$ cat config.mk
export PLATFORM = sky130hd
export DESIGN_NAME = writeback_unit
export DESIGN_NICKNAME = d
export VERILOG_FILES = /design/src/rtl/writeback_pkg.sv /design/src/rtl/writeback_status_register.sv /design/src/rtl/writeback_unit.sv
export SDC_FILE = /design/constraint.sdc
export NUM_CORES = 1
export LEC_CHECK = 0
export BUFFER_PORTS_ARGS = -buffer_cell sky130_fd_sc_hd__clkbuf_2
export CORE_UTILIZATION = 35
export CTS_CLUSTER_SIZE = 20
export DETAILED_ROUTE_END_ITERATION = 10
export PLACE_DENSITY = 0.65
export SLEW_MARGIN = 20
export SYNTH_ARGS = -nofsm -noshare
export SYNTH_HDL_FRONTEND = slang
export SYNTH_SLANG_ARGS = --single-unit
$ cat constraint.sdc
create_clock -name clk -period 2.5 [get_ports clk]
set_input_delay 0.25 -clock clk [delete_from_list [all_inputs] [get_ports clk]]
set_output_delay 0.25 -clock clk [all_outputs]
set_load 0.03 [all_outputs]
$ cat src/rtl/writeback_pkg.sv
// Shared definitions for the writeback stage.
//   - Default data and register-index widths.
//   - NZCV bit positions within the 4-bit status word.
//   - Writeback FSM state encoding.
package writeback_pkg;

  localparam int unsigned WB_DATA_W = 32;
  localparam int unsigned WB_REG_W  = 4;
  localparam int unsigned STATUS_W  = 4;
  localparam int unsigned CNT_W     = 32;

  // NZCV flag bit positions
  localparam int unsigned FLAG_N = 3;
  localparam int unsigned FLAG_Z = 2;
  localparam int unsigned FLAG_C = 1;
  localparam int unsigned FLAG_V = 0;

  typedef enum logic [0:0] {
    RUN      = 1'b0,
    WAIT_MEM = 1'b1
  } wb_state_e;

endpackage : writeback_pkg

$ cat src/rtl/writeback_status_register.sv
// Load-enabled NZCV flag register.
//   clk  : clock
//   rst  : synchronous active-low reset (clears the flags)
//   ld_i : load enable
//   d_i  : new flag value
//   q_o  : registered flags
module status_register
  import writeback_pkg::*;
#(
  parameter int unsigned W = STATUS_W
) (
  input  logic         clk,
  input  logic         rst,
  input  logic         ld_i,
  input  logic [W-1:0] d_i,
  output logic [W-1:0] q_o
);

  logic [W-1:0] flags_q;

  always_ff @(posedge clk) begin
    if (!rst) begin
      flags_q <= '0;
    end else if (ld_i) begin
      flags_q <= d_i;
    end
  end

  assign q_o = flags_q;

endmodule : status_register

$ cat src/rtl/writeback_unit.sv
// Writeback stage: retires MEM-stage instructions into the register file,
// waiting for late load data when necessary.
//   clk, rst                  : clock, synchronous active-low reset
//   freeze, flush             : hazard-unit hold / branch-taken discard
//   in_valid, in_pc, in_alu_result, in_dest, in_status,
//   in_wb_en, in_mem_read, in_s : MEM-stage instruction payload
//   mem_rdata, mem_ready      : load data and its valid
//   wb_enable, wb_dest, wb_value : register-file write port (registered)
//   status                    : NZCV flags (registered)
//   pc_out                    : PC of last retired instruction (registered)
//   stall_req                 : high while waiting on load data (from state)
//   retired_count             : free-running retired-instruction counter
module writeback_unit
  import writeback_pkg::*;
#(
  parameter int unsigned DATA_W = WB_DATA_W,
  parameter int unsigned REG_W  = WB_REG_W
) (
  input  logic                clk,
  input  logic                rst,
  input  logic                freeze,
  input  logic                flush,
  input  logic                in_valid,
  input  logic [DATA_W-1:0]   in_pc,
  input  logic [DATA_W-1:0]   in_alu_result,
  input  logic [REG_W-1:0]    in_dest,
  input  logic [STATUS_W-1:0] in_status,
  input  logic                in_wb_en,
  input  logic                in_mem_read,
  input  logic                in_s,
  input  logic [DATA_W-1:0]   mem_rdata,
  input  logic                mem_ready,
  output logic                wb_enable,
  output logic [REG_W-1:0]    wb_dest,
  output logic [DATA_W-1:0]   wb_value,
  output logic [STATUS_W-1:0] status,
  output logic [DATA_W-1:0]   pc_out,
  output logic                stall_req,
  output logic [CNT_W-1:0]    retired_count
);

  wb_state_e           state_q,     state_d;
  logic                wb_en_q,     wb_en_d;
  logic [REG_W-1:0]    wb_dest_q,   wb_dest_d;
  logic [DATA_W-1:0]   wb_value_q,  wb_value_d;
  logic [DATA_W-1:0]   pc_q,        pc_d;
  logic [CNT_W-1:0]    cnt_q,       cnt_d;

  // Payload of a load parked in WAIT_MEM
  logic                lat_wb_en_q,  lat_wb_en_d;
  logic [REG_W-1:0]    lat_dest_q,   lat_dest_d;
  logic [DATA_W-1:0]   lat_pc_q,     lat_pc_d;
  logic                lat_s_q,      lat_s_d;
  logic [STATUS_W-1:0] lat_status_q, lat_status_d;

  logic                status_ld;
  logic [STATUS_W-1:0] status_nxt;
  logic                accept;

  assign accept = (state_q == RUN) && in_valid && !freeze && !flush;

  // Next-state and datapath selection
  always_comb begin
    state_d      = state_q;
    wb_en_d      = 1'b0;
    wb_dest_d    = wb_dest_q;
    wb_value_d   = wb_value_q;
    pc_d         = pc_q;
    cnt_d        = cnt_q;
    lat_wb_en_d  = lat_wb_en_q;
    lat_dest_d   = lat_dest_q;
    lat_pc_d     = lat_pc_q;
    lat_s_d      = lat_s_q;
    lat_status_d = lat_status_q;
    status_ld    = 1'b0;
    status_nxt   = in_status;

    if (flush) begin
      // Discard any in-flight or parked instruction
      state_d = RUN;
    end else begin
      unique case (state_q)
        RUN: begin
          if (accept) begin
            if (in_mem_read && !mem_ready) begin
              lat_wb_en_d  = in_wb_en;
              lat_dest_d   = in_dest;
              lat_pc_d     = in_pc;
              lat_s_d      = in_s;
              lat_status_d = in_status;
              state_d      = WAIT_MEM;
            end else begin
              wb_en_d    = in_wb_en;
              wb_dest_d  = in_dest;
              wb_value_d = in_mem_read ? mem_rdata : in_alu_result;
              pc_d       = in_pc;
              cnt_d      = cnt_q + CNT_W'(1);
              status_ld  = in_s;
              status_nxt = in_status;
            end
          end
        end
        WAIT_MEM: begin
          // freeze is intentionally ignored while waiting on load data
          if (mem_ready) begin
            wb_en_d    = lat_wb_en_q;
            wb_dest_d  = lat_dest_q;
            wb_value_d = mem_rdata;
            pc_d       = lat_pc_q;
            cnt_d      = cnt_q + CNT_W'(1);
            status_ld  = lat_s_q;
            status_nxt = lat_status_q;
            state_d    = RUN;
          end
        end
        default: state_d = RUN;
      endcase
    end
  end

  // State and output registers
  always_ff @(posedge clk) begin
    if (!rst) begin
      state_q      <= RUN;
      wb_en_q      <= 1'b0;
      wb_dest_q    <= '0;
      wb_value_q   <= '0;
      pc_q         <= '0;
      cnt_q        <= '0;
      lat_wb_en_q  <= 1'b0;
      lat_dest_q   <= '0;
      lat_pc_q     <= '0;
      lat_s_q      <= 1'b0;
      lat_status_q <= '0;
    end else begin
      state_q      <= state_d;
      wb_en_q      <= wb_en_d;
      wb_dest_q    <= wb_dest_d;
      wb_value_q   <= wb_value_d;
      pc_q         <= pc_d;
      cnt_q        <= cnt_d;
      lat_wb_en_q  <= lat_wb_en_d;
      lat_dest_q   <= lat_dest_d;
      lat_pc_q     <= lat_pc_d;
      lat_s_q      <= lat_s_d;
      lat_status_q <= lat_status_d;
    end
  end

  status_register #(.W(STATUS_W)) u_status (
    .clk  (clk),
    .rst  (rst),
    .ld_i (status_ld),
    .d_i  (status_nxt),
    .q_o  (status)
  );

  assign wb_enable     = wb_en_q;
  assign wb_dest       = wb_dest_q;
  assign wb_value      = wb_value_q;
  assign pc_out        = pc_q;
  assign retired_count = cnt_q;
  assign stall_req     = (state_q == WAIT_MEM);

endmodule : writeback_unit

# Word level (Yosys, flattened, before mapping)
# Cells that the tools add are included.
[word_totals] mem_bits_rw=0 latch_bits=0 regBits=148 romBits=0 in_bits=113 memories=0 output_inout_bits=106
[classes] addsub=1 n_reduce_logical=10 n_div=0 n_bitwise=3 shifts=0 mul=0 eq_ne=3 muxes=33 magnitude_cmp=0
[op_table] op="$mux 32" n=10
[op_table] op="$pmux 32 s2" n=3
[op_table] op="$add 32x1->32 const B" n=1
[op_table] op="$mux 4" n=5
[op_table] op="$pmux 4 s2" n=2
[op_table] op="$mux 1" n=10
[op_table] op="$reduce_and 4->1" n=2
[op_table] op="$ne 2x2->1 const B" n=3
[op_table] op="$pmux 1 s2" n=3
[op_table] op="$logic_and 1x1->1" n=4
[op_table] op="$logic_not 1->1" n=3
[op_table] op="$not 1->1" n=3
[op_table] op="$reduce_or 2->1" n=1

# Longest topological paths before layout
[logic_depth] depth_word=7 depth_mapped=7 ltp_nobuf=5

# Cells and area by module
# Synthesis repeated with hierarchy kept, for this count alone.
[hier_totals] hier_cells=759 area_unflattened_um2=6492.5
[modules_own_cells] module="writeback_unit" area_per_inst_um2=6336.1 seq_area_each_um2=2882.8 instances=1 cells_each=746
[modules_own_cells] module="status_register" area_per_inst_um2=156.4 seq_area_each_um2=80.1 instances=1 cells_each=13

# Worst setup path before layout
# OpenSTA, ideal clock, no wires.
[synth_timing] path_kind="reg2reg" startpoint="register cnt_q[19] (netlist: retired_count[19])" endpoint="register cnt_q[30] (netlist: retired_count[30])" setup_time_ns=0.070 period_less_slack_ns=1.989 path_buffers=0 arrival_ns=1.919 slack_ns=0.511 path_stages_with_launch=5 required_ns=2.430 path_cell_list="dfxtp_1 > nand4_2 > or4_4 > or4_1 > a21oi_1"
[synth_between] elab_chain_len=4
[synth_rtl] element="from (decl)" line="writeback_unit.sv:47" text="logic [CNT_W-1:0] cnt_q, cnt_d;"
[synth_rtl] element="from (signal assigned)" line="writeback_unit.sv:141" text="cnt_q <= cnt_d;"
[synth_rtl] element="$add 32x1->32 (*)" line="writeback_unit.sv:97, writeback_unit.sv:110"
[synth_rtl] element="$mux 32" line="writeback_unit.sv:85" text="if (in_mem_read && !mem_ready) begin"
[synth_rtl] element="$mux 32" line="writeback_unit.sv:84" text="if (accept) begin"
[synth_rtl] element="$pmux 32 s2 (*)" line="writeback_unit.sv:82" text="unique case (state_q)"
# Mark *: on every way between the ends. The rest lies on a longest branch, timed or not. The select of a mux whose other input is x is not followed.
# A chain may end at the register's enable or synchronous reset.

# Worst setup path in the final report
[layout_timing] startpoint="register cnt_q[18] (netlist: retired_count[18])" endpoint="register cnt_q[30] (netlist: retired_count[30])"
# Same word-level chain as after synthesis.

==> flow_metrics.tcl <==
set metrics [dict create \
    die_w_um 136 \
    grt_max_degree 90 \
    dp_hpwl_mm 11.0 \
    syn_area_per_cell_um2 8.90 \
    drt_iter0_markers 261 \
    first_pass_iters 4 \
    power_switching_mw 1.37 \
    maxSlewViolCount 0 \
    crit_required_ns 2.84 \
    synthTopCellsByArea "dfxtp_1, mux2i_1, a211oi_1" \
    synth_edf_count 0 \
    synth_top_area_cell "dfxtp_1" \
    crit_path_start "retired_count[18]" \
    r2r_cells 4 \
    ctsHoldBuffers 0 \
    synth_compound_area_frac 0.182 \
    die_area_um2 18500 \
    synth_fp_nets 822 \
    grt-ovfl-total 0 \
    synth-simple-area-share 0.176 \
    clock_latency_ns 0.42 \
    p_leak_nw 3.25 \
    vdd_drop_max_mv 0.654 \
    route.vias.total 5676 \
    final_area_um2 8200 \
    ff2ff_setup_slack_ns 0.54 \
    max-cap-violations 0 \
    startpoint_type "flip-flop" \
    cts-root-buf "clkbuf_16" \
    holdPathEnd "lat_pc_q[9]" \
    wirelength_mm 16.0 \
    arrival_ns 2.30 \
    yosysWarnings 0 \
    drc 0 \
    fin_crit_ns 1.96 \
    ys_ff_latch 148 \
    cts_tree "done" \
    synth_fa_ha_area_frac 0.00199 \
    grt_pass1_wl_mm 25.2 \
    crit_fanout 8 \
    htree_num_levels 4 \
    drive_above_1_share 0.298 \
    fmax_mhz 510 \
    combPwrFrac 0.097 \
    netlist.area_leader.share 0.470 \
    hp-class "in -> reg" \
    setup.worst_path.end_class "flip-flop" \
    track_usage 0.171 \
    synthXorXnorAreaFrac 0.00278 \
    avgViaCountPerCell 4.97 \
    rsz0062_at_grt "no" \
    io_pins 219 \
    synth_area_um2 6300 \
    wl_per_cell_um 14.0 \
    postCtsSetupBuffers 0 \
    synthArstFlopShare 0 \
    synth_top_family_by_area "compound AO/OA/AOI/OAI gates" \
    synthFlopType "dfxtp_1" \
    row_count 48 \
    r2r_start "retired_count[18]" \
    post-route-period-util 0.784 \
    clock_path_buffers 2 \
    min-delay-start "in_pc[9]" \
    p_seq_frac 0.442 \
    initial_core_util 0.362 \
    setup_viol 0 \
    relSlewSlack 0.563 \
    gp_congestion 0.818 \
    switching_share 0.247 \
    postSynthCellCount 708 \
    tightest_slew_ns 0.646 \
    clock_sink_count 148 \
    clk_pin_slew_ns 0.06 \
    core-area_um2 17400 \
    ant_nets 0 \
    synth_cell_types 44 \
    cts_resized 0 \
    die_h_um 136 \
    synthToLayoutAreaGrowth_pct 30.1 \
    io_buffers 218 \
    antenna_found_initial 0 \
    crit_type "reg -> reg" \
    outcome "finished clean" \
    power.internal_mw 4.19 \
    grt_pass1_vias 5054 \
    finalNetCount 1017 \
    timing.rr.end "retired_count[30]" \
    hold_viol_final 0 \
    tns_ns 0 \
    diodes 0 \
    clkPwrFrac 0.461 \
    p_per_area_nw_per_um2 678 \
    synth_mux_area_frac 0.122 \
    min_delay_path_depth 3 \
    ys_seq_area_frac 0.470 \
    dpl_cell_area_um2 7600 \
    fin_skew_ns 0.0159 \
    cts-buffers-inserted 17 \
]
-- synthesized netlist by cell type (8+ instances only) --
| master | n |
|---|---|
| o31ai_1 | 15 |
| o21ai_0 | 10 |
| nand2_1 | 101 |
| nor2_1 | 70 |
| clkbuf_1 | 34 |
| a21oi_1 | 71 |
| dfxtp_1 | 148 |
| or3_1 | 8 |
| nand3_1 | 11 |
| mux2i_1 | 77 |
| a211oi_1 | 68 |
| buf_2 | 16 |
| or4_1 | 14 |
-- placed cells by master (no fill, tap or decap), types with 4 or more instances in the layout --
cell        instances
o31ai_1            15
clkinvlp_4          5
nand2_1           101
a311oi_1            4
clkbuf_16          17
inv_1               7
or3_1               8
nand2b_1            6
buf_12              5
or4_1              14
o2111ai_1           4
a21oi_1            71
o21ai_0            10
mux2i_1            77
dfxtp_1           147
a211oi_1           68
buf_4               9
nand4_1             5
nor2_1             70
nand3_1            11
clkbuf_2          218
-- registers in the layout, indices dropped and copies added, names as in the netlist --
signal         flops
pc_out            32
lat_status_q       4
lat_dest_q         4
wb_enable          1
lat_pc_q          32
wb_dest            4
retired_count     32
stall_req          1
lat_s_q            1
lat_wb_en_q        1
u_status.q_o       4
wb_value          32
-- final cells by class --
type	instances	area [µm²]
Sequential cell	148	2960
Tap cell	225	282
Multi-Input combinational cell	496	3060
Fill cell	1727	9220
Clock inverter	10	124
Clock buffer	22	474
Inverter	8	32.5
Timing Repair Buffer	232	1260
-- through the flow --
stage | utilization | instances | worst slack [ns] | power [mW] | hold slack (ns)
after floorplan | - | 708 | 0.511 | 2.84 | 0.386
after global placement | 0.436 | 1109 | 0.584 | 3.05 | 0.441
after detailed placement | 0.436 | 1109 | 0.554 | 3.05 | 0.446
after CTS | 0.471 | 1141 | 0.531 | 5.63 | 0.0437
after global routing | 0.471 | 1141 | 0.398 | 5.77 | 0.0596
final | 0.471 | 1141 | 0.540 | 5.56 | 0.0558
-- metal layers --
layer / part of all wire / track usage / wire (µm) / vias to the layer above
li1: - / - / - / 2950
met1: 0.44 / 0.214 / 7050 / 2567
met2: 0.47 / 0.271 / 7520 / 148
met3: 0.079 / 0.0615 / 1270 / 11
met4: 0.010 / 0.0574 / 160 / 0
met5: 0 / 0 / 0 / -
-- how the worst max path moves through the flow --
stage	end	slack (ns)
2_1_floorplan	retired_count[30]	0.51
3_3_place_gp	retired_count[27]	0.58
3_5_place_dp	retired_count[30]	0.55
4_1_cts	retired_count[30]	0.53
5_1_grt	retired_count[15]	0.40
6_report	retired_count[30]	0.54
-- critical path, stage by stage (launching register included) --
cell and delay, ns:
dfxtp_1 0.47, nand4_2 0.18, or4_4 0.58, or4_1 0.51, a21oi_1 0.15
-- kinds of logic after synthesis --
group                      count (synthesis)
AOI/OAI and AO/OA                        177
xor gates and xnor gates                   2
adders and majority gates                  1
buffers and inverters                     64
DFF                                      148
muxes                                     77
and+or+nand+nor                          239
-- power by group through the flow --
stage	Clock (mW)	Combinational (mW)	Sequential (mW)
after floorplan	0	0.220	2.62
after global placement	0	0.540	2.51
after detailed placement	0	0.545	2.51
after CTS	2.63	0.547	2.46
after global routing	2.71	0.590	2.46
final	2.56	0.539	2.46
(Power assumes the default switching activity.)
